===== src/rtl/dmem_pkg.sv =====
// Shared constants and types for the dual-issue data-memory responder.
// Optional feature macro: DMEM_MMIO_LED_EN (memory-mapped LED register at MMIO_LED_ADDR).
package dmem_pkg;

    localparam int          BANK_BIT      = 2;
    localparam int          WORD_LSB      = 2;
    localparam logic [31:0] MMIO_LED_ADDR = 32'h0000_00FC;

    typedef enum logic {
        LOAD  = 1'b0,
        STORE = 1'b1
    } access_t;

    function automatic logic is_misaligned(input logic [31:0] addr);
        return (addr[WORD_LSB-1:0] != '0);
    endfunction

endpackage


===== src/rtl/dmem_dual_responder_if.sv =====
// Request/grant/return bundle for the ODD and EVEN data-memory ports.
// The core side uses the master modport; the responder uses slave.
interface dmem_dual_responder_if;

    logic        req_odd;
    logic        we_odd;
    logic [31:0] addr_odd;
    logic [31:0] wdata_odd;
    logic        gnt_odd;
    logic        rvalid_odd;
    logic [31:0] rdata_odd;
    logic        err_odd;

    logic        req_even;
    logic        we_even;
    logic [31:0] addr_even;
    logic [31:0] wdata_even;
    logic        gnt_even;
    logic        rvalid_even;
    logic [31:0] rdata_even;
    logic        err_even;

    modport master (
        output req_odd, we_odd, addr_odd, wdata_odd,
        input  gnt_odd, rvalid_odd, rdata_odd, err_odd,
        output req_even, we_even, addr_even, wdata_even,
        input  gnt_even, rvalid_even, rdata_even, err_even
    );

    modport slave (
        input  req_odd, we_odd, addr_odd, wdata_odd,
        output gnt_odd, rvalid_odd, rdata_odd, err_odd,
        input  req_even, we_even, addr_even, wdata_even,
        output gnt_even, rvalid_even, rdata_even, err_even
    );

endinterface


===== src/rtl/dmem_bank.sv =====
// Single-port synchronous RAM bank with write enable and registered read.
// Contents are never reset; the read register only updates on a read.
module dmem_bank #(
    parameter int ROWS  = 32,
    parameter int ROW_W = 5
) (
    input  logic             clk,
    input  logic             we,
    input  logic             re,
    input  logic [ROW_W-1:0] row,
    input  logic [31:0]      wdata,
    output logic [31:0]      rdata
);

    logic [31:0] mem [ROWS];
    logic [31:0] rdata_q;

    // Write port and registered read share the single row address.
    always_ff @(posedge clk) begin
        if (we) begin
            mem[row] <= wdata;
        end
        if (re) begin
            rdata_q <= mem[row];
        end
    end

    assign rdata = rdata_q;

endmodule


===== src/rtl/dmem_dual_responder.sv =====
// Dual-issue data-memory responder: two word-interleaved banks, ODD port has
// priority on a same-bank collision, EVEN is stalled and counted.
// Optional feature macro: DMEM_MMIO_LED_EN adds the ledr output and an LED
// register at byte address 0xFC (bank 1 for arbitration).
module dmem_dual_responder
    import dmem_pkg::*;
#(
    parameter int DEPTH  = 64,
    parameter int ADDR_W = 6,
    parameter int CNT_W  = 16
) (
    input  logic                  clk,
    input  logic                  reset,
    dmem_dual_responder_if.slave  bus,
`ifdef DMEM_MMIO_LED_EN
    output logic [15:0]           ledr,
`endif
    output logic [CNT_W-1:0]      conflict_cnt
);

    localparam int ROW_W = ADDR_W - 1;
    localparam int ROWS  = DEPTH / 2;

    access_t          acc_odd, acc_even;
    logic             mis_odd, mis_even;
    logic             mmio_odd, mmio_even;
    logic             bank_odd, bank_even;
    logic [ROW_W-1:0] row_odd, row_even;
    logic             gnt_odd, gnt_even;
    logic             unused_addr_hi;

    logic             bank_we    [2];
    logic             bank_re    [2];
    logic [ROW_W-1:0] bank_row   [2];
    logic [31:0]      bank_wdata [2];
    logic [31:0]      bank_rdata [2];

    logic             rvalid_odd_d, rvalid_odd_q, rvalid_even_d, rvalid_even_q;
    logic             err_odd_d, err_odd_q, err_even_d, err_even_q;
    logic             rsel_odd_d, rsel_odd_q, rsel_even_d, rsel_even_q;
    logic             rmmio_odd_d, rmmio_odd_q, rmmio_even_d, rmmio_even_q;
    logic [31:0]      rhold_odd_d, rhold_odd_q, rhold_even_d, rhold_even_q;
    logic [CNT_W-1:0] cnt_d, cnt_q;
    logic [15:0]      led_d, led_q;
    logic [31:0]      mmio_rdata;
    logic [31:0]      ret_odd, ret_even;
    logic [31:0]      rdata_odd, rdata_even;

    assign acc_odd  = bus.we_odd  ? STORE : LOAD;
    assign acc_even = bus.we_even ? STORE : LOAD;
    assign mis_odd  = is_misaligned(bus.addr_odd);
    assign mis_even = is_misaligned(bus.addr_even);

`ifdef DMEM_MMIO_LED_EN
    assign mmio_odd   = (bus.addr_odd  == MMIO_LED_ADDR);
    assign mmio_even  = (bus.addr_even == MMIO_LED_ADDR);
    assign mmio_rdata = {16'h0000, led_q};
    assign ledr       = led_q;
`else
    assign mmio_odd   = 1'b0;
    assign mmio_even  = 1'b0;
    assign mmio_rdata = 32'h0000_0000;
`endif

    // Bits above the word index only matter for the MMIO compare; RAM wraps.
    assign unused_addr_hi = ^{bus.addr_odd[31:ADDR_W+2], bus.addr_even[31:ADDR_W+2]};

    assign bank_odd  = bus.addr_odd[BANK_BIT]  | mmio_odd;
    assign bank_even = bus.addr_even[BANK_BIT] | mmio_even;
    assign row_odd   = bus.addr_odd[ADDR_W+1:BANK_BIT+1];
    assign row_even  = bus.addr_even[ADDR_W+1:BANK_BIT+1];

    assign gnt_odd  = bus.req_odd;
    assign gnt_even = bus.req_even && !(bus.req_odd && (bank_odd == bank_even));

    assign bus.gnt_odd  = gnt_odd;
    assign bus.gnt_even = gnt_even;

    // Route each granted port to the bank it addresses; ODD wins if both map to it.
    always_comb begin
        for (int b = 0; b < 2; b++) begin
            bank_we[b]    = 1'b0;
            bank_re[b]    = 1'b0;
            bank_row[b]   = '0;
            bank_wdata[b] = '0;
            if (gnt_odd && (bank_odd == b[0])) begin
                bank_row[b]   = row_odd;
                bank_wdata[b] = bus.wdata_odd;
                bank_we[b]    = (acc_odd == STORE) && !mis_odd && !mmio_odd;
                bank_re[b]    = (acc_odd == LOAD)  && !mis_odd && !mmio_odd;
            end else if (gnt_even && (bank_even == b[0])) begin
                bank_row[b]   = row_even;
                bank_wdata[b] = bus.wdata_even;
                bank_we[b]    = (acc_even == STORE) && !mis_even && !mmio_even;
                bank_re[b]    = (acc_even == LOAD)  && !mis_even && !mmio_even;
            end
        end
    end

    for (genvar g = 0; g < 2; g++) begin : g_bank
        dmem_bank #(
            .ROWS  (ROWS),
            .ROW_W (ROW_W)
        ) u_bank (
            .clk   (clk),
            .we    (bank_we[g]),
            .re    (bank_re[g]),
            .row   (bank_row[g]),
            .wdata (bank_wdata[g]),
            .rdata (bank_rdata[g])
        );
    end

    // Return data is the bank's read register on rvalid, otherwise the held value.
    assign ret_odd    = rmmio_odd_q  ? mmio_rdata : bank_rdata[rsel_odd_q];
    assign ret_even   = rmmio_even_q ? mmio_rdata : bank_rdata[rsel_even_q];
    assign rdata_odd  = rvalid_odd_q  ? ret_odd  : rhold_odd_q;
    assign rdata_even = rvalid_even_q ? ret_even : rhold_even_q;

    assign bus.rvalid_odd  = rvalid_odd_q;
    assign bus.rvalid_even = rvalid_even_q;
    assign bus.err_odd     = err_odd_q;
    assign bus.err_even    = err_even_q;
    assign bus.rdata_odd   = rdata_odd;
    assign bus.rdata_even  = rdata_even;
    assign conflict_cnt    = cnt_q;

    // Next-state for return path, conflict counter and LED register.
    always_comb begin
        rvalid_odd_d  = gnt_odd  && (acc_odd  == LOAD) && !mis_odd;
        rvalid_even_d = gnt_even && (acc_even == LOAD) && !mis_even;
        err_odd_d     = gnt_odd  && mis_odd;
        err_even_d    = gnt_even && mis_even;
        rsel_odd_d    = bank_odd;
        rsel_even_d   = bank_even;
        rmmio_odd_d   = mmio_odd;
        rmmio_even_d  = mmio_even;
        rhold_odd_d   = rdata_odd;
        rhold_even_d  = rdata_even;

        cnt_d = cnt_q;
        if (bus.req_even && !gnt_even && (cnt_q != {CNT_W{1'b1}})) begin
            cnt_d = cnt_q + 1'b1;
        end

        led_d = led_q;
        if (gnt_odd && (acc_odd == STORE) && mmio_odd) begin
            led_d = bus.wdata_odd[15:0];
        end else if (gnt_even && (acc_even == STORE) && mmio_even) begin
            led_d = bus.wdata_even[15:0];
        end
    end

    // State registers; async reset drops any in-flight return.
    always_ff @(posedge clk or negedge reset) begin
        if (!reset) begin
            rvalid_odd_q  <= 1'b0;
            rvalid_even_q <= 1'b0;
            err_odd_q     <= 1'b0;
            err_even_q    <= 1'b0;
            rsel_odd_q    <= 1'b0;
            rsel_even_q   <= 1'b0;
            rmmio_odd_q   <= 1'b0;
            rmmio_even_q  <= 1'b0;
            rhold_odd_q   <= '0;
            rhold_even_q  <= '0;
            cnt_q         <= '0;
            led_q         <= '0;
        end else begin
            rvalid_odd_q  <= rvalid_odd_d;
            rvalid_even_q <= rvalid_even_d;
            err_odd_q     <= err_odd_d;
            err_even_q    <= err_even_d;
            rsel_odd_q    <= rsel_odd_d;
            rsel_even_q   <= rsel_even_d;
            rmmio_odd_q   <= rmmio_odd_d;
            rmmio_even_q  <= rmmio_even_d;
            rhold_odd_q   <= rhold_odd_d;
            rhold_even_q  <= rhold_even_d;
            cnt_q         <= cnt_d;
            led_q         <= led_d;
        end
    end

endmodule


===== src/flat_wrapper.sv =====
// flat-port wrapper written by rule: the top's interface ports become plain ports
module dmem_dual_responder_flat import dmem_pkg::*;
#(
    parameter int DEPTH  = 64,
    parameter int ADDR_W = 6,
    parameter int CNT_W  = 16
)
  (clk, reset, conflict_cnt, bus_req_odd, bus_we_odd, bus_addr_odd, bus_wdata_odd, bus_gnt_odd, bus_rvalid_odd, bus_rdata_odd, bus_err_odd, bus_req_even, bus_we_even, bus_addr_even, bus_wdata_even, bus_gnt_even, bus_rvalid_even, bus_rdata_even, bus_err_even);
  dmem_dual_responder_if bus_i ();
  input  logic clk;
  input  logic reset;
  output logic [CNT_W-1:0] conflict_cnt;
  input wire logic [$bits(bus_i.req_odd)-1:0] bus_req_odd;
  input wire logic [$bits(bus_i.we_odd)-1:0] bus_we_odd;
  input wire logic [$bits(bus_i.addr_odd)-1:0] bus_addr_odd;
  input wire logic [$bits(bus_i.wdata_odd)-1:0] bus_wdata_odd;
  output wire logic [$bits(bus_i.gnt_odd)-1:0] bus_gnt_odd;
  output wire logic [$bits(bus_i.rvalid_odd)-1:0] bus_rvalid_odd;
  output wire logic [$bits(bus_i.rdata_odd)-1:0] bus_rdata_odd;
  output wire logic [$bits(bus_i.err_odd)-1:0] bus_err_odd;
  input wire logic [$bits(bus_i.req_even)-1:0] bus_req_even;
  input wire logic [$bits(bus_i.we_even)-1:0] bus_we_even;
  input wire logic [$bits(bus_i.addr_even)-1:0] bus_addr_even;
  input wire logic [$bits(bus_i.wdata_even)-1:0] bus_wdata_even;
  output wire logic [$bits(bus_i.gnt_even)-1:0] bus_gnt_even;
  output wire logic [$bits(bus_i.rvalid_even)-1:0] bus_rvalid_even;
  output wire logic [$bits(bus_i.rdata_even)-1:0] bus_rdata_even;
  output wire logic [$bits(bus_i.err_even)-1:0] bus_err_even;
  assign bus_i.req_odd = bus_req_odd;
  assign bus_i.we_odd = bus_we_odd;
  assign bus_i.addr_odd = bus_addr_odd;
  assign bus_i.wdata_odd = bus_wdata_odd;
  assign bus_gnt_odd = bus_i.gnt_odd;
  assign bus_rvalid_odd = bus_i.rvalid_odd;
  assign bus_rdata_odd = bus_i.rdata_odd;
  assign bus_err_odd = bus_i.err_odd;
  assign bus_i.req_even = bus_req_even;
  assign bus_i.we_even = bus_we_even;
  assign bus_i.addr_even = bus_addr_even;
  assign bus_i.wdata_even = bus_wdata_even;
  assign bus_gnt_even = bus_i.gnt_even;
  assign bus_rvalid_even = bus_i.rvalid_even;
  assign bus_rdata_even = bus_i.rdata_even;
  assign bus_err_even = bus_i.err_even;
  dmem_dual_responder #(.DEPTH(DEPTH), .ADDR_W(ADDR_W), .CNT_W(CNT_W)) u_core (.clk(clk), .reset(reset), .bus(bus_i), .conflict_cnt(conflict_cnt));
endmodule

===== config.mk =====
export PLATFORM = sky130hd
export DESIGN_NAME = dmem_dual_responder_flat
export DESIGN_NICKNAME = d
export VERILOG_FILES = /design/src/rtl/dmem_pkg.sv /design/src/rtl/dmem_dual_responder_if.sv /design/src/rtl/dmem_bank.sv /design/src/rtl/dmem_dual_responder.sv /design/src/flat_wrapper.sv
export SDC_FILE = /design/constraint.sdc
export NUM_CORES = 2
export LEC_CHECK = 0
export CORE_UTILIZATION = 45
export CTS_CLUSTER_SIZE = 10
export DETAILED_ROUTE_END_ITERATION = 7
export GPL_TIMING_DRIVEN = 0
export HOLD_SLACK_MARGIN = 0.1
export PLACE_DENSITY = 0.62
export REMOVE_ABC_BUFFERS = 1
export SYNTH_ARGS = -nofsm -noshare
export SYNTH_HDL_FRONTEND = slang
export SYNTH_SLANG_ARGS = --single-unit

===== constraint.sdc =====
create_clock -name clk -period 5.64 [get_ports clk]
set_input_delay 0.564 -clock clk [delete_from_list [all_inputs] [get_ports clk]]
set_output_delay 0.564 -clock clk [all_outputs]
set_load 0.05 [all_outputs]

# Word level (Yosys, flattened, before mapping)
# Memories as Yosys holds them, arrays and structs flattened. A register that Yosys moved wholly into a read port is not among the register bits.
# Cells that the tools add are included.
# op_classes
add_sub_neg	1
n_mul	0
div	0
n_lt_le_gt_ge	2
n_eq_ne	2
shift	0
muxes	30
n_bitwise	6
reduce_logical	24
# ops
cell	count
32-bit 2-to-1 mux	12
5-bit 2-to-1 mux	4
1-bit logical AND	18
16-bit by 1-bit adder with 16-bit output (second input constant)	1
16-bit != test (second input constant)	1
1-bit 2-to-1 mux	14
2-bit greater-or-equal comparator (second input constant)	2
1-bit zero test	4
1-bit inverter	4
1-bit inverter with 2-bit output	2
2-bit nonzero test	2
1-bit equality test	1
# word_totals
register_bits	86
latchBits	0
ramBits	2048
mem_bits_ro	0
inputBits	134
output_inout_bits	86
wordCells	76
memories	2
# memory_table
memory	words	word_bits	rd	rd_ports_with_merged_regs	wr	line_no	source
u_core.g_bank[0].u_bank.mem	32	32	1	1	1	dmem_bank.sv:15	logic [31:0] mem [ROWS];
u_core.g_bank[1].u_bank.mem	32	32	1	1	1	dmem_bank.sv:15	

# Depth between registers and ports, before layout
# depth
depth_word	9
ltp_mapped	11

# By module
# A second synthesis with hierarchy kept.
# hier_totals
hier_cells	4689
area_unflattened_um2	84907.7
# by_module_without_submodules
module	instances	cells_each	area_each_um2
dmem_bank	2	2107	40062.2
dmem_dual_responder	1	475	4783.3

# Least setup slack after synthesis
# Ideal clock, no wire load.
# synth_timing
path_type	input -> register
start	input bus_addr_even[2]
end	register u_core.g_bank[0].u_bank.rdata_q[0] (read register of u_core.g_bank[0].u_bank.mem) (enable)
arrival_ns	3.613
t_required_ns	5.174
slack_ns	1.561
cell_stages	7
path_buffers	1
cell_sequence	buf_4 -> xnor2_1 -> nand2_1 -> nand2_1 -> nor4_1 -> inv_1 -> o21ai_0
# synth_between
elab_chain_len	7
elab_cells_between_ends	10
cone_classes	eq/ne: 1; mux: 4; bitwise: 1; reduce/logical: 4
# synth_lines
element	line_no	source
start: declaration	flat_wrapper.sv:23	input wire logic [$bits(bus_i.addr_even)-1:0] bus_addr_even;
1-bit equality test	dmem_dual_responder.sv:74	assign gnt_even = bus.req_even && !(bus.req_odd && (bank_odd == bank_even));
1-bit logical AND	dmem_dual_responder.sv:74	
1-bit zero test	dmem_dual_responder.sv:74	
1-bit logical AND	dmem_dual_responder.sv:74	
1-bit logical AND *	dmem_dual_responder.sv:91	end else if (gnt_even && (bank_even == b[0])) begin
1-bit 2-to-1 mux *	dmem_dual_responder.sv:91	
1-bit 2-to-1 mux *	dmem_dual_responder.sv:86	if (gnt_odd && (bank_odd == b[0])) begin
net u_core.g_bank[0].u_bank.re	dmem_bank.sv:9	input logic re,
end: declaration	dmem_bank.sv:16	logic [31:0] rdata_q;
# Mark *: on every way through the listed nets, which the timed path passes. The rest lies on a longest branch.
# A chain may end at the register's enable or synchronous reset.

# Final worst setup path
# layout_timing
start	input bus_req_odd
end	memory u_core.g_bank[0].u_bank.mem[14][3] (enable)
# layout_between
elab_chain_len	8
elab_cells_between_ends	11
cone_classes	mux: 6; reduce/logical: 5
# layout_lines
element	line_no	source
start: declaration	flat_wrapper.sv:13	input wire logic [$bits(bus_i.req_odd)-1:0] bus_req_odd;
1-bit logical AND	dmem_dual_responder.sv:74	
1-bit zero test	dmem_dual_responder.sv:74	
1-bit logical AND	dmem_dual_responder.sv:74	
1-bit logical AND	dmem_dual_responder.sv:91	
1-bit 2-to-1 mux	dmem_dual_responder.sv:91	
1-bit 2-to-1 mux	dmem_dual_responder.sv:86	
1-bit 2-to-1 mux	dmem_bank.sv:20	if (we) begin
1-bit 2-to-1 mux (implied by the code)	dmem_bank.sv:21	mem[row] <= wdata;
end: declaration	dmem_bank.sv:15	
# Parallel ways exist; a longest one is shown, timed or not.

==> results.yml <==
status:
  outcome: "completed"
floorplanning:
  io_pins: 220
  fp.dieW_um: 436.4
  start_util_pct: 45.27
  coreArea_um2: 187600
  die_y_um: 436.4
  row_count: 159
  dieArea_um2: 190500
clock_tree:
  clk_latency_ps: 860
  cts_sinks: 2198
  cts_tree: "yes"
  cts_max_path_buffers: 3
  clk_root_buffer_cell: "clkbuf_16"
  cts_buffers: 241
  clk_pin_slew_worst_paths_ps: 60
  cts_post_setup_buffers_inserted: 0
  htree_levels: 4
logic_synthesis:
  synthArstFlopShare_pct: 3.913
  synth_top_area_cell: "edfxtp_1"
  synth_top_cell_area_share_pct: 74.67
  synth-edff-count: 2112
  synth_commonest_cells: "2,112 x edfxtp_1, 699 x nand2_1, 404 x a21oi_1"
  synth_cell_types: 54
  synth_area_leaders: "edfxtp_1 75%, mux4_2 6.3%, nand2_1 3.1%, dfrtp_1 2.5%, mux2i_1 2.4%"
  syn_area_per_cell_um2: 17.09
  syn_inst: 4969
  synth_area_um2: 84930
  ys_ff_latch: 2198
  yosysWarnings: 0
  synth.most_common_cell: "edfxtp_1"
  synth-seq-area-share_pct: 77.21
  synthFlopType: "edfxtp_1"
sta:
  fmax_mhz: 204.2
  layout_setup_ws_ps: 743.4
  hold_violations: 0
  slew_viol_final: 0
  tightest_slew_ps: 1413
  period_needed_ps: 4897
  worst_hold_slack_ps: 210.8
  grt_setup_unrepaired: "no"
  clock_skew_ps: 43.89
  relSlewSlack_pct: 5.514
  final-setup-viol-count: 0
  period_share_pct: 86.82
power:
  ir_worst_vdd_mv: 0.2878
  pwr-share-comb_pct: 8.7
  p_int_w: 0.02689
  p_sw_w: 0.008188
  power_density_nw_per_um2: 349.3
  pwr-share-seq_pct: 52.0
  clkPwrFrac_pct: 39.2
  p_leak_nw: 30.23
  switching_share_pct: 23.34
final_layout:
  utilization_pct: 53.54
  layout.nets: 5415
  layout-drive-gt1-share_pct: 15.24
  syn_to_final_growth_pct: 18.25
critical_path:
  rr_endpoint: "u_core.conflict_cnt[15]$_DFFE_PN0P_"
  end_kind: "register"
  r2r_slack_ps: 3260
  worstRegToRegCells: 7
  r2r-start: "u_core.conflict_cnt[0]$_DFFE_PN0P_"
  arrival_ps: 5420
  path_class: "input port to register"
  start_kind: "input port"
  crit_required_ps: 6170
  crit_fanout: 17
routing:
  drtAntennaViolNets: 0
  wl_per_cell_um: 30.84
  drc: 0
  drt_iter0_drc: 6371
  via_per_inst: 6.148
  drt-pass1-iter-count: 7
  wl_um: 242600
  vias: 48355
placement:
  hpwl_um: 155300
  place_congestion: 0.8192
  place_ws_ps: -656.7
  io_buffers: 171
flow_run:
  cap_violations: 0
global_routing:
  grt_max_degree: 73
  grtUsageTotal_pct: 25.21
  grt_pass1_vias: 47210
  grt_pass1_wl_um: 343400
  antenna_found_initial: 19
  grt-ovfl-total: 0
hold_path:
  hp-class: "input port to asynchronous set/reset pin"
## power by group through the flow
stage / Sequential, W / Combinational [W] / Clock [W]
6_report: 0.0182 / 0.00307 / 0.0138
3_5_place_dp: 0.0186 / 0.00305 / 0
5_1_grt: 0.0183 / 0.00322 / 0.0145
3_3_place_gp: 0.0186 / 0.00375 / 0
2_1_floorplan: 0.0186 / 0.00215 / 0
4_1_cts: 0.0182 / 0.00306 / 0.0139
## worst max-delay path, stage by stage
cell and delay, ps:
clkdlybuf4s50_1 900, nand2b_1 420, a31oi_2 870, nand3b_1 1200
nor2_4 1120, buf_12 290
## logic make-up (layout without fill, tap and decap cells)
kind of cell               after synthesis  after routing  share of synthesized area [%]
DFF                                   2198           2198                          77.21
and+or+nand+nor                       1181           1181                          5.940
AOI/OAI and AO/OA                      810            810                          6.165
muxes                                  448            448                          8.818
buffers and inverters                  316            707                          1.700
xor gates and xnor gates                15             15                         0.1547
adders and majority gates                1              1                        0.01473
other                                    0             10                              0
## worst max path at each step
stage                      from                                            end  slack, ps  cells past startpoint
finish              bus_req_odd   u_core.g_bank[0].u_bank.mem[14][3]$_DFFE_PP_        740                      6
global route        bus_req_odd   u_core.g_bank[0].u_bank.mem[14][3]$_DFFE_PP_        690                      6
CTS                 bus_req_odd   u_core.g_bank[0].u_bank.mem[14][3]$_DFFE_PP_        300                      6
detailed placement  bus_req_odd   u_core.g_bank[0].u_bank.mem[15][5]$_DFFE_PP_       -660                      6
global placement    bus_req_odd  u_core.g_bank[1].u_bank.mem[21][20]$_DFFE_PP_     -37420                      5
floorplan           bus_req_odd   u_core.g_bank[1].u_bank.mem[11][0]$_DFFE_PP_     -16720                      4
## routing by layer
layer  global-route usage, %  wire length (µm)  vias up
li1                        -                 -    20232
met1                   32.97             91120    25047
met2                   41.07            118600     2533
met3                   4.027             19910      541
met4                   12.53             12900        2
met5                       0                13        -
## registers in the layout, indices dropped and copies added, names as in the netlist
signal,flops
u_core.g_bank.u_bank.rdata,64
u_core.rhold_even_q,32
u_core.bus.err_odd,1
u_core.rsel_even_q,1
u_core.rsel_odd_q,1
u_core.rhold_odd_q,32
u_core.bus.rvalid_odd,1
u_core.g_bank.u_bank.mem,2048
u_core.bus.rvalid_even,1
u_core.bus.err_even,1
u_core.conflict_cnt,16
## what timing repair did
action	4_1_cts	5_1_grt
hold buffers	1	0
gates resized for setup	0	0
endpoints found under the hold margin	86	0
setup endpoints to repair	0	0
## cell usage in the layout, fill, tap and decap left out, drive strengths merged, types with 2 or more instances in the layout
cell type / instances
nor3: 4
clkinv: 14
nand3: 207
a22o: 65
nand2: 699
dfrtp: 86
nor2: 151
buf: 209
clkbuf: 303
and3: 17
and3b: 4
nor3b: 3
a221oi: 51
xnor2: 11
or3: 2
a31oi: 22
diode: 10
and2: 5
nand3b: 7
xor2: 4
inv: 10
mux4: 239
o21ai: 11
nor2b: 4
a32oi: 53
a21oi: 404
nand4: 69
clkdlybuf4s50: 170
nor4b: 3
a22oi: 193
mux2: 2
mux2i: 207
nand2b: 2
edfxtp: 2112
nor4: 2
## stage by stage
step / cell area (µm²) / total power (W) / setup TNS [ps] / std cells
after CTS: 100400 / 0.03524 / 0 / 7855
after floorplan: 83500 / 0.02077 / - / 4657
final: 100400 / 0.03508 / 0 / 7865
after global placement: 88340 / 0.02233 / - / 7323
after detailed placement: 93740 / 0.02162 / -153880 / 7531
after global routing: 100400 / 0.03600 / 0 / 7864
## final cells by class
class,instances,area (µm²)
diodes,10,25.02
clock buffers,303,6295
flip-flops and latches,2198,65580
multi-input cells,2455,18630
repair buffers,380,6429
fillers,14354,87170
inverters,4,15.01
clock inverters,20,344.1
well taps,2495,3122
Power figures use the tool's default switching activity.
